### config.mk
export PLATFORM = sky130hd
export DESIGN_NAME = lfsr_keystream_gen_flat
export DESIGN_NICKNAME = d
export VERILOG_FILES = /design/src/rtl/lfsr_keystream_gen_if.sv /design/src/rtl/lfsr_keystream_gen.sv /design/src/flat_wrapper.sv
export SDC_FILE = /design/constraint.sdc
export NUM_CORES = 1
export LEC_CHECK = 0
export CORE_UTILIZATION = 25
export CTS_BUF_LIST = sky130_fd_sc_hd__clkbuf_16
export CTS_CLUSTER_SIZE = 16
export DETAILED_ROUTE_END_ITERATION = 10
export DONT_BUFFER_PORTS = 1
export HOLD_SLACK_MARGIN = 0.06
export PLACE_DENSITY_LB_ADDON = 0.08
export SYNTH_ARGS = -nofsm -noshare
export SYNTH_HDL_FRONTEND = slang
export SYNTH_SLANG_ARGS = --single-unit
### constraint.sdc
create_clock -name clk -period 1.4 [get_ports clk]
set_input_delay 0.28 -clock clk [delete_from_list [all_inputs] [get_ports clk]]
set_output_delay 0.28 -clock clk [all_outputs]
set_load 0.05 [all_outputs]
### src/rtl/lfsr_keystream_gen_if.sv
// Handshake bundle between the keystream generator and its controller / XOR scrambler.
// Latency: none (wires only). Backpressure: ks_ready stalls the keystream; seed_ready gates seeding.
// slave = generator side, master = controller/consumer side.
interface lfsr_keystream_gen_if #(
    parameter int WIDTH = 16
);
    logic             seed_valid;
    logic             seed_ready;
    logic [WIDTH-1:0] seed;
    logic             start;
    logic             abort;
    logic             ks_valid;
    logic             ks_ready;
    logic             ks_bit;
    logic             busy;
    logic             frame_done;
    logic             seed_err;

    modport master (
        output seed_valid, seed, start, abort, ks_ready,
        input  seed_ready, ks_valid, ks_bit, busy, frame_done, seed_err
    );

    modport slave (
        input  seed_valid, seed, start, abort, ks_ready,
        output seed_ready, ks_valid, ks_bit, busy, frame_done, seed_err
    );
endinterface

### src/rtl/lfsr_keystream_gen.sv
// Galois-LFSR keystream source issuing FRAME_LEN bits per frame to the XOR scrambler.
// Latency: start at edge k -> ks_valid from cycle k+1; ks_bit is lfsr[0], fully registered.
// Backpressure: ks_ready=0 holds lfsr/cnt and ks_bit; abort wins over a same-cycle transfer.
module lfsr_keystream_gen #(
    parameter int               WIDTH     = 16,
    parameter logic [WIDTH-1:0] POLY      = 16'hB400,
    parameter int               FRAME_LEN = 64
) (
    input  logic                 clk,
    input  logic                 rst_n,
    lfsr_keystream_gen_if.slave  ks_if
);

    localparam int            CW       = $clog2(FRAME_LEN + 1);
    localparam logic [CW-1:0] LAST_CNT = CW'(FRAME_LEN - 1);

    typedef enum logic [1:0] {
        IDLE = 2'd0,
        RUN  = 2'd1,
        DONE = 2'd2
    } state_t;

    state_t           state;
    state_t           state_nxt;
    logic [WIDTH-1:0] lfsr;
    logic [CW-1:0]    cnt;
    logic             seed_err_q;
    logic             seed_load;
    logic             xfer;

    assign seed_load = (state == IDLE) && ks_if.seed_valid;
    assign xfer      = (state == RUN) && ks_if.ks_ready && !ks_if.abort;

    always_ff @(posedge clk) begin
        if (!rst_n) begin
            state <= IDLE;
        end else begin
            state <= state_nxt;
        end
    end

    always_comb begin
        state_nxt        = state;
        ks_if.seed_ready = 1'b0;
        ks_if.ks_valid   = 1'b0;
        ks_if.busy       = 1'b0;
        ks_if.frame_done = 1'b0;
        ks_if.ks_bit     = lfsr[0];
        ks_if.seed_err   = seed_err_q;
        case (state)
            IDLE: begin
                ks_if.seed_ready = 1'b1;
                if (ks_if.start) begin
                    state_nxt = RUN;
                end
            end
            RUN: begin
                ks_if.ks_valid = 1'b1;
                ks_if.busy     = 1'b1;
                if (ks_if.abort) begin
                    state_nxt = IDLE;
                end else if (xfer && (cnt == LAST_CNT)) begin
                    state_nxt = DONE;
                end
            end
            DONE: begin
                ks_if.busy       = 1'b1;
                ks_if.frame_done = 1'b1;
                state_nxt        = IDLE;
            end
            default: begin
                state_nxt = IDLE;
            end
        endcase
    end

    // An all-zero seed would lock the LFSR, so it is replaced by 1 and flagged.
    always_ff @(posedge clk) begin
        if (!rst_n) begin
            lfsr       <= WIDTH'(1);
            cnt        <= '0;
            seed_err_q <= 1'b0;
        end else begin
            seed_err_q <= 1'b0;
            if (seed_load) begin
                if (ks_if.seed == '0) begin
                    lfsr       <= WIDTH'(1);
                    seed_err_q <= 1'b1;
                end else begin
                    lfsr <= ks_if.seed;
                end
            end else if (xfer) begin
                lfsr <= {1'b0, lfsr[WIDTH-1:1]} ^ (lfsr[0] ? POLY : '0);
            end

            if (((state == RUN) && ks_if.abort) || (state == DONE)) begin
                cnt <= '0;
            end else if (xfer) begin
                cnt <= cnt + 1'b1;
            end
        end
    end

endmodule

### src/flat_wrapper.sv
// flat-port wrapper written by rule: the top's interface ports become plain ports
module lfsr_keystream_gen_flat 
#(
    parameter int               WIDTH     = 16,
    parameter logic [WIDTH-1:0] POLY      = 16'hB400,
    parameter int               FRAME_LEN = 64
)
  (clk, rst_n, ks_if_seed_valid, ks_if_seed, ks_if_start, ks_if_abort, ks_if_ks_ready, ks_if_seed_ready, ks_if_ks_valid, ks_if_ks_bit, ks_if_busy, ks_if_frame_done, ks_if_seed_err);
  lfsr_keystream_gen_if #(.WIDTH(WIDTH)) ks_if_i ();
  input  logic clk;
  input  logic rst_n;
  input wire logic [$bits(ks_if_i.seed_valid)-1:0] ks_if_seed_valid;
  input wire logic [$bits(ks_if_i.seed)-1:0] ks_if_seed;
  input wire logic [$bits(ks_if_i.start)-1:0] ks_if_start;
  input wire logic [$bits(ks_if_i.abort)-1:0] ks_if_abort;
  input wire logic [$bits(ks_if_i.ks_ready)-1:0] ks_if_ks_ready;
  output wire logic [$bits(ks_if_i.seed_ready)-1:0] ks_if_seed_ready;
  output wire logic [$bits(ks_if_i.ks_valid)-1:0] ks_if_ks_valid;
  output wire logic [$bits(ks_if_i.ks_bit)-1:0] ks_if_ks_bit;
  output wire logic [$bits(ks_if_i.busy)-1:0] ks_if_busy;
  output wire logic [$bits(ks_if_i.frame_done)-1:0] ks_if_frame_done;
  output wire logic [$bits(ks_if_i.seed_err)-1:0] ks_if_seed_err;
  assign ks_if_i.seed_valid = ks_if_seed_valid;
  assign ks_if_i.seed = ks_if_seed;
  assign ks_if_i.start = ks_if_start;
  assign ks_if_i.abort = ks_if_abort;
  assign ks_if_i.ks_ready = ks_if_ks_ready;
  assign ks_if_seed_ready = ks_if_i.seed_ready;
  assign ks_if_ks_valid = ks_if_i.ks_valid;
  assign ks_if_ks_bit = ks_if_i.ks_bit;
  assign ks_if_busy = ks_if_i.busy;
  assign ks_if_frame_done = ks_if_i.frame_done;
  assign ks_if_seed_err = ks_if_i.seed_err;
  lfsr_keystream_gen #(.WIDTH(WIDTH), .POLY(POLY), .FRAME_LEN(FRAME_LEN)) u_core (.clk(clk), .rst_n(rst_n), .ks_if(ks_if_i));
endmodule
=== Word-level counts from Yosys, hierarchy flattened ===
Cells that the tools add are included.

* Bits in registers: 26
* Output and inout bits: 6
* Logic and storage cells: 39
* Input bits: 22

* Multiplexer cells: 13
* Equality and inequality tests: 5
* Reductions and logical operators: 14
* Add/subtract/negate cells: 1
* Bitwise logic cells: 2

{| class="wikitable"
|+ Operators by type and width
! operator !! number
|-
| $mux W16 || 4
|-
| $logic_not A16 Y1 || 1
|-
| $xor A15 B16 Y16 || 1
|-
| $add A7 B1 Y7 const B || 1
|-
| $eq A7 B6 Y1 const B || 1
|-
| $mux W2 || 3
|-
| $logic_and A1 B1 Y1 || 5
|-
| $mux W1 || 5
|-
| $pmux W2 S2 || 1
|-
| $reduce_and A2 Y1 || 2
|-
| $reduce_or A2 Y1 || 2
|-
| $ne A3 B3 Y1 const B || 1
|-
| $eq A2 B1 Y1 const B || 1
|-
| $eq A2 B2 Y1 const B || 1
|-
| $logic_not A2 Y1 || 1
|-
| $ne A2 B2 Y1 const B || 1
|-
| $reduce_bool A2 Y1 || 1
|-
| $logic_not A1 Y1 || 1
|-
| $logic_or A1 B1 Y1 || 1
|-
| $not A1 Y1 || 1
|}

=== Logic depth before layout (Yosys ltp) ===
Gate-level depths: netlist of run 1.

* Depth in word-level cells: 7
* Gate-level depth with buffers: 7
* Depth with buffers taken out: 6

=== Worst setup path after synthesis of run 1 ===
OpenSTA, ideal clock, no wires.

* Kind: register to register
* From: register u_core.state[1]
* To: register u_core.cnt[6]
* Slack: -0.357 ns
* Cell stages (with the launch flop): 7
* Period minus slack after synthesis: 1.757 ns
* Required time: 1.281 ns
* Buffers on the path: 0
* Arrival time: 1.638 ns
* Setup time: 0.119 ns
* Cell sequence: dfxtp_1 > inv_1 > ha_1 > nand4b_1 > or2_2 > xor2_1 > nor2_1

* Cells in the longest elaborated chain, start to end: 4
* Elaborated cells between the ends (all ways): 7
* Classes of those cells: eq/ne: 2; reduce/logical: 5

{| class="wikitable"
|+ RTL lines
! element !! line !! RTL
|-
| from (decl) || lfsr_keystream_gen.sv:23 || <nowiki>state_t state;</nowiki>
|-
| from (signal assigned) || lfsr_keystream_gen.sv:38 || <nowiki>state <= state_nxt;</nowiki>
|-
| $eq A2 B1 Y1 || lfsr_keystream_gen.sv:32, lfsr_keystream_gen.sv:96 ||
|-
| $logic_and A1 B1 Y1 || lfsr_keystream_gen.sv:96 || <nowiki>if (((state == RUN) && ks_if.abort) || (state == DONE)) begin</nowiki>
|-
| $logic_or A1 B1 Y1 || lfsr_keystream_gen.sv:96 ||
|-
| $reduce_or A2 Y1 (no source line) || n/a ||
|-
| to (signal assigned) || lfsr_keystream_gen.sv:99 || <nowiki>cnt <= cnt + 1'b1;</nowiki>
|-
| to (decl) || lfsr_keystream_gen.sv:26 || <nowiki>logic [CW-1:0] cnt;</nowiki>
|}

Parallel ways exist; a longest one is shown, timed or not.
A chain may end at the register's enable or synchronous reset.

=== Worst setup path in the final report of run 1 ===
* From: register u_core.state[1]
* To: register u_core.state[0]

* Cells in the longest elaborated chain, start to end: 6
* Elaborated cells between the ends (all ways): 9
* Classes of those cells: eq/ne: 3; mux: 1; reduce/logical: 5

{| class="wikitable"
|+ RTL lines
! element !! line !! RTL
|-
| $eq A2 B1 Y1 || lfsr_keystream_gen.sv:32, lfsr_keystream_gen.sv:50 ||
|-
| $logic_and A1 B1 Y1 (2 in a row) || lfsr_keystream_gen.sv:32 || <nowiki>assign xfer = (state == RUN) && ks_if.ks_ready && !ks_if.abort;</nowiki>
|-
| $logic_and A1 B1 Y1 || lfsr_keystream_gen.sv:62 || <nowiki>end else if (xfer && (cnt == LAST_CNT)) begin</nowiki>
|-
| $ne A3 B3 Y1 (no source line) || n/a ||
|-
| $reduce_and A2 Y1 (no source line) || n/a ||
|}

Parallel ways exist; a longest one is shown, timed or not.

==> results.md, run 1 <==
- Slew @ Worst Pin: 0.508 ns
- ANT cells: 0
- Fillers: 484
- RSZ-0062 raised after global routing: true
- DP Worst Slack: -0.0101 ns
- Netlist cell types: 28
- Post-Synth Simple-Gate Area: 23.8%
- Nets: 190
- Final Hold Vio Count: 0
- Status: finished with violations
- Inserted Clock Buffers: 3
- Root buf cell: clkbuf_16
- DR pass1 iterations: 4
- Slowest stage delay, CP: 0.39 ns
- Layout cells sized above 1: 24.7%
- Multi-input combinational cell area: 739 sq um
- Yosys reg bits: 26
- Area grow syn2layout: 32.1%
- Area fraction of the dominant cell type after synthesis: 42.2%
- Worst min-delay path class: input port to flip-flop
- Row cnt: 25
- Syn Nets: 178
- Post-synthesis xor/xnor area fraction: 6.39%
- Vias per std cell: 4.74
- Worst path arrival time: 1.61 ns
- Htree depth: 1
- Failing checks: setup timing
- Worst VDD drop: 521 uV
- Final Critical Period: 1.42 ns
- Crit-path max FO: 5
- CP Data Required Time: 1.59 ns
- Largest net degree at the start of global routing: 32
- Die W: 72.2 um
- RePlAce Congestion: 0.744
- GRT overflow: 0
- GRT Total Usage: 11.6%
- Static leakage: 0.621 nW
- Synth Area in Adders: 5.07%
- Worst slew margin: 66.1%
- Post-Route WL: 3.01 mm
- Mean Syn Cell Area: 8.17 sq um
- Startpoint Class: flip-flop
- Die Area: 5220 sq um
- Mux cell area share after synthesis: 0.811%
- Longest Clk Path Bufs: 2
- Synth Instances: 151
- Post-Synthesis Cell Area: 1230 sq um
- Final Util: 34.5%
- Max Fclk: 0.704 GHz
- Via count: 1086
- Worst-path clk slew: 0.07 ns
- DRC: 0
- Pins Over Slew Limit: 0
- Final hold slack: 0.151 ns
- CTS sink count: 26
- Storage element area: 523 sq um
- First-pass GRT wire length: 4.70 mm
- CORE AREA: 4720 sq um
- Hold buffers post-CTS: 0
- Clk Latency, worst-skew pair: 0.26 ns
- Fin Setup TNS: -0.0973 ns
- I/O Pins: 28
- Die Ht: 72.2 um
- Power Total: 1.79 mW
- CTS tree: built
- Crit path kind: flip-flop to flip-flop
- Antenna violations before repair: 0
- Wire per inst: 13.1 um
- Iter 0 DRT Violations: 76
- Vias in the first global route: 1026
- Setup Skew: 0.00312 ns
- Synth Area in Compound Gates: 16.7%
- Final setup viols: 9
- CP max-delay cell: or3_1
- Setup ws final: -0.0199 ns
- Max cap viols: 0
- Critical path endpoint category: flip-flop
- Starting Density: 26.1%
- Port Buffers: 0
- Power Density: 1100 nW/um^2
- Synth area leaders: dfxtp_1 (42%), nand2_1 (10%), a31oi_1 (6.1%)
- Seq/Total Area, Yosys: 42.2%
- DPL Wire Length: 2.08 mm
- Crit-path cells: inv_4, ha_4, nand4b_1, nor4_4, or3_1, a21oi_2
- Final worst-path cycle share: 101%
- Detail Route Antenna Nets: 0
- Largest area contributor in the netlist: dfxtp_1
- Yosys warnings: 0
- Largest family of logic cells by synthesized area: simple AND/OR/NAND/NOR gates
==> state kept, by name, summed over array words and instances, names as in the netlist <==
register	cells
u_core.cnt	7
u_core.ks_if.seed_err	1
u_core.lfsr	16
u_core.state	2
==> cells in the final DEF (no fill, tap or decap), drive strengths merged <==
master	netlist	layout
nand2	33	33
dfxtp	26	26
buf	3	14
o21ai	13	13
a31oi	12	12
nor2	10	10
a21oi	6	6
nor4	5	5
xor2	5	5
ha	5	5
nand4	4	4
xnor2	4	4
clkbuf	5	4
inv	4	4
nor3	3	3
o22ai	3	3
and3b	1	1
nand3b	1	1
mux2i	1	1
a32oi	1	1
and2b	1	1
nand4b	1	1
or3	1	1
a211o	1	1
and3	1	1
or2	1	1
clkinv	0	1
==> cells by family after synthesis <==
kind of cell | count (synthesis)
fa+ha+maj | 5
simple gates | 62
xor+xnor | 9
buf+inv | 12
mux | 1
flops | 26
compound gates | 36
==> worst paths after layout <==
path / start / end / slack, ns / depth (start not counted)
min: rst_n / u_core.lfsr[0] / 0.15 / 1
max: u_core.state[1] / u_core.state[0] / -0.02 / 6
min reg2reg: u_core.lfsr[8] / u_core.lfsr[7] / 0.48 / 2
max reg2reg: u_core.state[1] / u_core.state[0] / -0.02 / 6
==> critical path: cells and delay by family (launching register included) <==
kind | cells | cell delay (ns)
simple gates | 3 | 0.64
flops | 1 | 0.36
fa+ha+maj | 1 | 0.17
compound gates | 1 | 0.12
buf+inv | 1 | 0.06
==> layout make-up <==
cell class / count / share of cell area (%)
flip-flops and latches: 26 / 32.1
clock inverters: 1 / 0.230
repair buffers: 15 / 11.5
well taps: 67 / 5.14
clock buffers: 3 / 4.60
multi-input cells: 113 / 45.4
inverters: 4 / 1.07
==> timing repair <==
action	in CTS	in global routing
pin swaps	2	16
gates cloned	0	1
gates resized for setup	3	17
endpoints found under the setup margin	3	18
buffers inserted	2	3
==> report_power, final <==
part | switching (mW) | total, mW | internal [mW]
clock network | 0.251 | 0.633 | 0.382
logic | 0.184 | 0.328 | 0.144
registers | 0.0383 | 0.831 | 0.793
total | 0.473 | 1.79 | 1.32
==> cells in the mapped netlist <==
cell type	number
a211o_1	1
nor4_2	1
buf_6	2
mux2i_1	1
and2b_1	1
buf_2	1
nand3b_2	1
a32oi_1	1
inv_1	4
nand2_1	33
or2_2	1
nor3_1	3
xor2_1	5
or3_1	1
o22ai_1	3
nand4_1	4
ha_1	5
nor4_1	4
and3_1	1
clkbuf_1	5
xnor2_1	4
a31oi_1	12
nand4b_1	1
dfxtp_1	26
nor2_1	10
a21oi_1	6
and3b_1	1
o21ai_0	13
==> routing by layer <==
| layer | global-route usage, % | vias up | share of wire [%] |
|---|---|---|---|
| met5 | 0 | - | 0 |
| met4 | 3.92 | 0 | 0.53 |
| met3 | 1.67 | 2 | 4.4 |
| met2 | 18.4 | 24 | 45 |
| met1 | 16.2 | 507 | 50 |
| li1 | - | 553 | - |
==> through the flow <==
| step | cell area [sq um] | instances |
|---|---|---|
| after floorplan | 1270 | 151 |
| after global routing | 1630 | 229 |
| after global placement | 1410 | 219 |
| after detailed placement | 1410 | 219 |
| final | 1630 | 229 |
| after CTS | 1530 | 225 |
No activity file was read; power rests on OpenSTA's default activity.
==> run 2, diff against run 1 <==
Settings changed: ABC_AREA set to 1.
==> run 2 against run 1 <==
Compared with the run above: the run now ends clean; design area shrank 0.77%; count of clock-buffer cells in the layout is the same; global-route usage shrank 0.071 points; power grew 33%; via count grew 9.3%; largest cell class unchanged.
==> results.md, run 2 <==
- Status: completed
- Worst min-delay path class: input port to flip-flop
- Max cap viols: 0 (unchanged)
- Setup ws final: 0.0451 ns (+0.0650 ns)
- ANT cells: 0 (unchanged)
- Mux cell area share after synthesis: 0% (-0.81 points)
- Final Util: 31.5% (-3.0 points)
- Post-Synthesis Cell Area: 1340 sq um (+8.5%)
- Area grow syn2layout: 20.8%
- Worst reg2reg endpoint: u_core.lfsr[10]
- Worst path arrival time: 1.07 ns (-0.54 ns)
- Final Critical Period: 1.35 ns (-0.0650 ns)
- DP Worst Slack: -0.00426 ns (+0.00586 ns)
- Worst slew margin: 67.9% (+1.9 points)
- Startpoint Class: flip-flop
- Layout cells sized above 1: 20.8% (-3.9 points)
- Reg power frac: 39.2% (-7.2 points)
- Clk Latency, worst-skew pair: 0.26 ns (about the same)
- Starting Density: 26.0% (-0.072 points)
- DR pass1 iterations: 3 (-1)
- GRT Total Usage: 11.6% (-0.071 points)
- Critical path endpoint category: primary output
- Syn Nets: 210 (+18%)
- Max Fclk: 0.738 GHz (+4.8%)
- Largest family of logic cells by synthesized area: simple AND/OR/NAND/NOR gates
- Top_reg_cell synth: dfxtp_1
- CTS tree: built
- Yosys warnings: 0 (unchanged)
- Fin Setup TNS: 0 ns (+0.0973 ns)
- Vias in the first global route: 1146 (+12%)
- Largest net degree at the start of global routing: 29 (-9.4%)
- Vias per std cell: 4.53 (-4.5%)
- Most common cell after layout, fill and taps aside: nand2_1
- CP Data Required Time: 1.12 ns (-0.47 ns)
- RePlAce Congestion: 0.747 (+0.47%)
- CORE AREA: 5140 sq um (+8.8%)
- Mean Syn Cell Area: 7.32 sq um (-10%)
- Biggest register: u_core.lfsr
- Number of synthesized flops with an enable pin: 0 (unchanged)
- Static leakage: 0.618 nW (-0.50%)
- GRT overflow: 0 (unchanged)
- Commonest cells in the netlist: nand2_1 (50), dfxtp_1 (26), nor2_1 (21)
- Final setup viols: 0 (-9)
- Synth Area in Compound Gates: 19.3% (+2.6 points)
- Most common cell in the synthesized netlist: nand2_1
- Row cnt: 26 (+4.0%)
- Largest area contributor in the netlist: dfxtp_1
- Synth area leaders: dfxtp_1 (39%), nand2_1 (14%), o21ai_0 (6.0%)
- Hold path depth: 2 (+1)
- Power Density: 1480 nW/um^2 (+34%)
- Clock power frac: 26.5% (-8.8 points)
- I/O Pins: 28 (unchanged)
- Area fraction of the dominant cell type after synthesis: 38.9% (-3.3 points)
- Post-Route WL: 3.05 mm (+1.4%)
- Final hold slack: 0.127 ns (-0.0243 ns)
- Crit-path cells: inv_2, ha_4, buf_4
- DPL Wire Length: 2.33 mm (+12%)
- Worst VDD drop: 438 uV (-16%)
- Nets: 221 (+16%)
- Synth Instances: 183 (+21%)
- Final Hold Vio Count: 0 (unchanged)
- Commonest cells after routing, fill and taps aside: nand2_1 (49), dfxtp_1 (25), nor2_1 (21)
- Sw power: 843 uW (+78%)
- RR Startpoint: u_core.state[1]
- Synth Area in Adders: 4.67% (-0.40 points)
- Detail Route Antenna Nets: 0 (unchanged)
- Slowest stage delay, CP: 0.32 ns (-0.07 ns)
- Longest Clk Path Bufs: 2 (unchanged)
- Final worst-path cycle share: 96.8% (-4.6 points)
- DRC: 0 (unchanged)
- Async S/R FF share, synth: 0% (unchanged)
- Antenna violations before repair: 0 (unchanged)
- CP max-delay cell: dfxtp_1
- Post-Synth Simple-Gate Area: 27.7% (+3.8 points)
- Die Area: 5650 sq um (+8.3%)
- Hold path endpoint: u_core.state[0]
- Die W: 75.2 um (+4.1%)
- Crit-path max FO: 5 (unchanged)
- RSZ-0062 raised after global routing: true
- Post-synthesis xor/xnor area fraction: 1.96% (-4.4 points)
- Hold wc startpoint: rst_n
- Wire per inst: 11.6 um (-11%)
- CTS sink count: 26 (unchanged)
- Seq/Total Area, Yosys: 38.9% (-3.3 points)
- Inserted Clock Buffers: 3 (unchanged)
- Via count: 1187 (+9.3%)
- Sw frac: 35.3% (+8.9 points)
- Die Ht: 75.2 um (+4.1%)
- Max FFs per register: 16 (unchanged)
- Worst R2R Path Depth: 6 (unchanged)
- Netlist cell types: 25 (-11%)
- Crit path kind: flip-flop to primary output
- Comb pwr share: 34.3% (+16 points)
- Iter 0 DRT Violations: 26 (-66%)
- Biggest regs: u_core.lfsr x16, u_core.cnt x7, u_core.state x2
- Yosys reg bits: 26 (unchanged)
- Htree depth: 1 (unchanged)
- Setup Skew: 0.00702 ns (+0.00390 ns)
- P_int: 1.55 mW (+17%)
- First-pass GRT wire length: 5.04 mm (+7.2%)
- Pins Over Slew Limit: 0 (unchanged)
- Slew @ Worst Pin: 0.480 ns (-0.0278 ns)
- Port Buffers: 0 (unchanged)
- Worst-path clk slew: 0.07 ns (about the same)
- Root buf cell: clkbuf_16
- R2R setup slack: 0.07 ns (+0.09 ns)
-- run 2: cell count changes in the layout (fill, tap and decap cells not counted), moves of 5 or more --
| cell | previous run | this run |
|---|---|---|
| nor2_1 | 10 | 21 |
| inv_1 | 2 | 9 |
| o21ai_2 | 0 | 5 |
| nand2_1 | 25 | 49 |
-- run 2: area by class of cell --
class,instances,area (sq um)
fill,587,3520
tap,70,87.6
timing repair buffer,13,101
inverter,13,50.0
clock buffer,3,75.1
multi-input combinational,137,779
sequential,26,524
-- run 2: logic make-up after synthesis --
group,Yosys count
AO/OA/AOI/OAI,44
XOR/XNOR,3
adder cells (fa/ha/maj),5
buffers and inverters,20
flip-flops,26
AND/OR/NAND/NOR,85
-- run 2: worst max path at each step --
| stage | cells after the start | startpoint | endpoint | slack, ns |
|---|---|---|---|---|
| 6_report | 3 | u_core.state[1] | ks_if_ks_valid | 0.05 |
| 5_1_grt | 7 | u_core.state[1] | u_core.cnt[3] | -0.007 |
| 4_1_cts | 6 | u_core.state[1] | u_core.lfsr[4] | -0.008 |
| 3_5_place_dp | 6 | u_core.state[0] | u_core.lfsr[4] | -0.004 |
| 3_3_place_gp | 6 | u_core.state[1] | u_core.lfsr[10] | 0.04 |
| 2_1_floorplan | 8 | u_core.state[1] | u_core.lfsr[1] | 0.02 |
-- run 2: repair_timing --
item / CTS / global route
endpoints found under the setup margin: 2 / 18
hold buffers: 0 / 0
gates resized for setup: 1 / 9
pin swaps: 0 / 0
setup buffers: 0 / 2
-- run 2: critical path, delay by kind of cell (launching register included) --
| family | cells | cell delay (ns) |
|---|---|---|
| adder cells (fa/ha/maj) | 1 | 0.18 |
| flip-flops | 1 | 0.32 |
| buffers and inverters | 2 | 0.32 |
-- run 2: layer usage --
metal | global-route usage (%) | wire length, um | up-vias
met3 | 2.28 | 157 | 2
met5 | 0 | 0 | -
met1 | 14.9 | 1440 | 541
met2 | 19.4 | 1440 | 22
li1 | - | - | 622
met4 | 3.70 | 19 | 0
-- run 2: power groups by stage --
| stage | sequential [mW] | clock [mW] | combinational [mW] |
|---|---|---|---|
| 3_5_place_dp | 0.945 | 0 | 0.778 |
| 5_1_grt | 0.949 | 0.682 | 0.901 |
| 3_3_place_gp | 0.944 | 0 | 0.766 |
| 6_report | 0.937 | 0.633 | 0.819 |
| 2_1_floorplan | 0.947 | 0 | 0.647 |
| 4_1_cts | 0.934 | 0.645 | 0.779 |
-- run 2: per-stage QoR --
step                area, sq um  std cells  total power [mW]
floorplan                  1370        183              1.59
global placement           1490        257              1.71
detailed placement         1490        257              1.72
CTS                        1560        260              2.36
global route               1620        262              2.53
finish                     1620        262              2.39
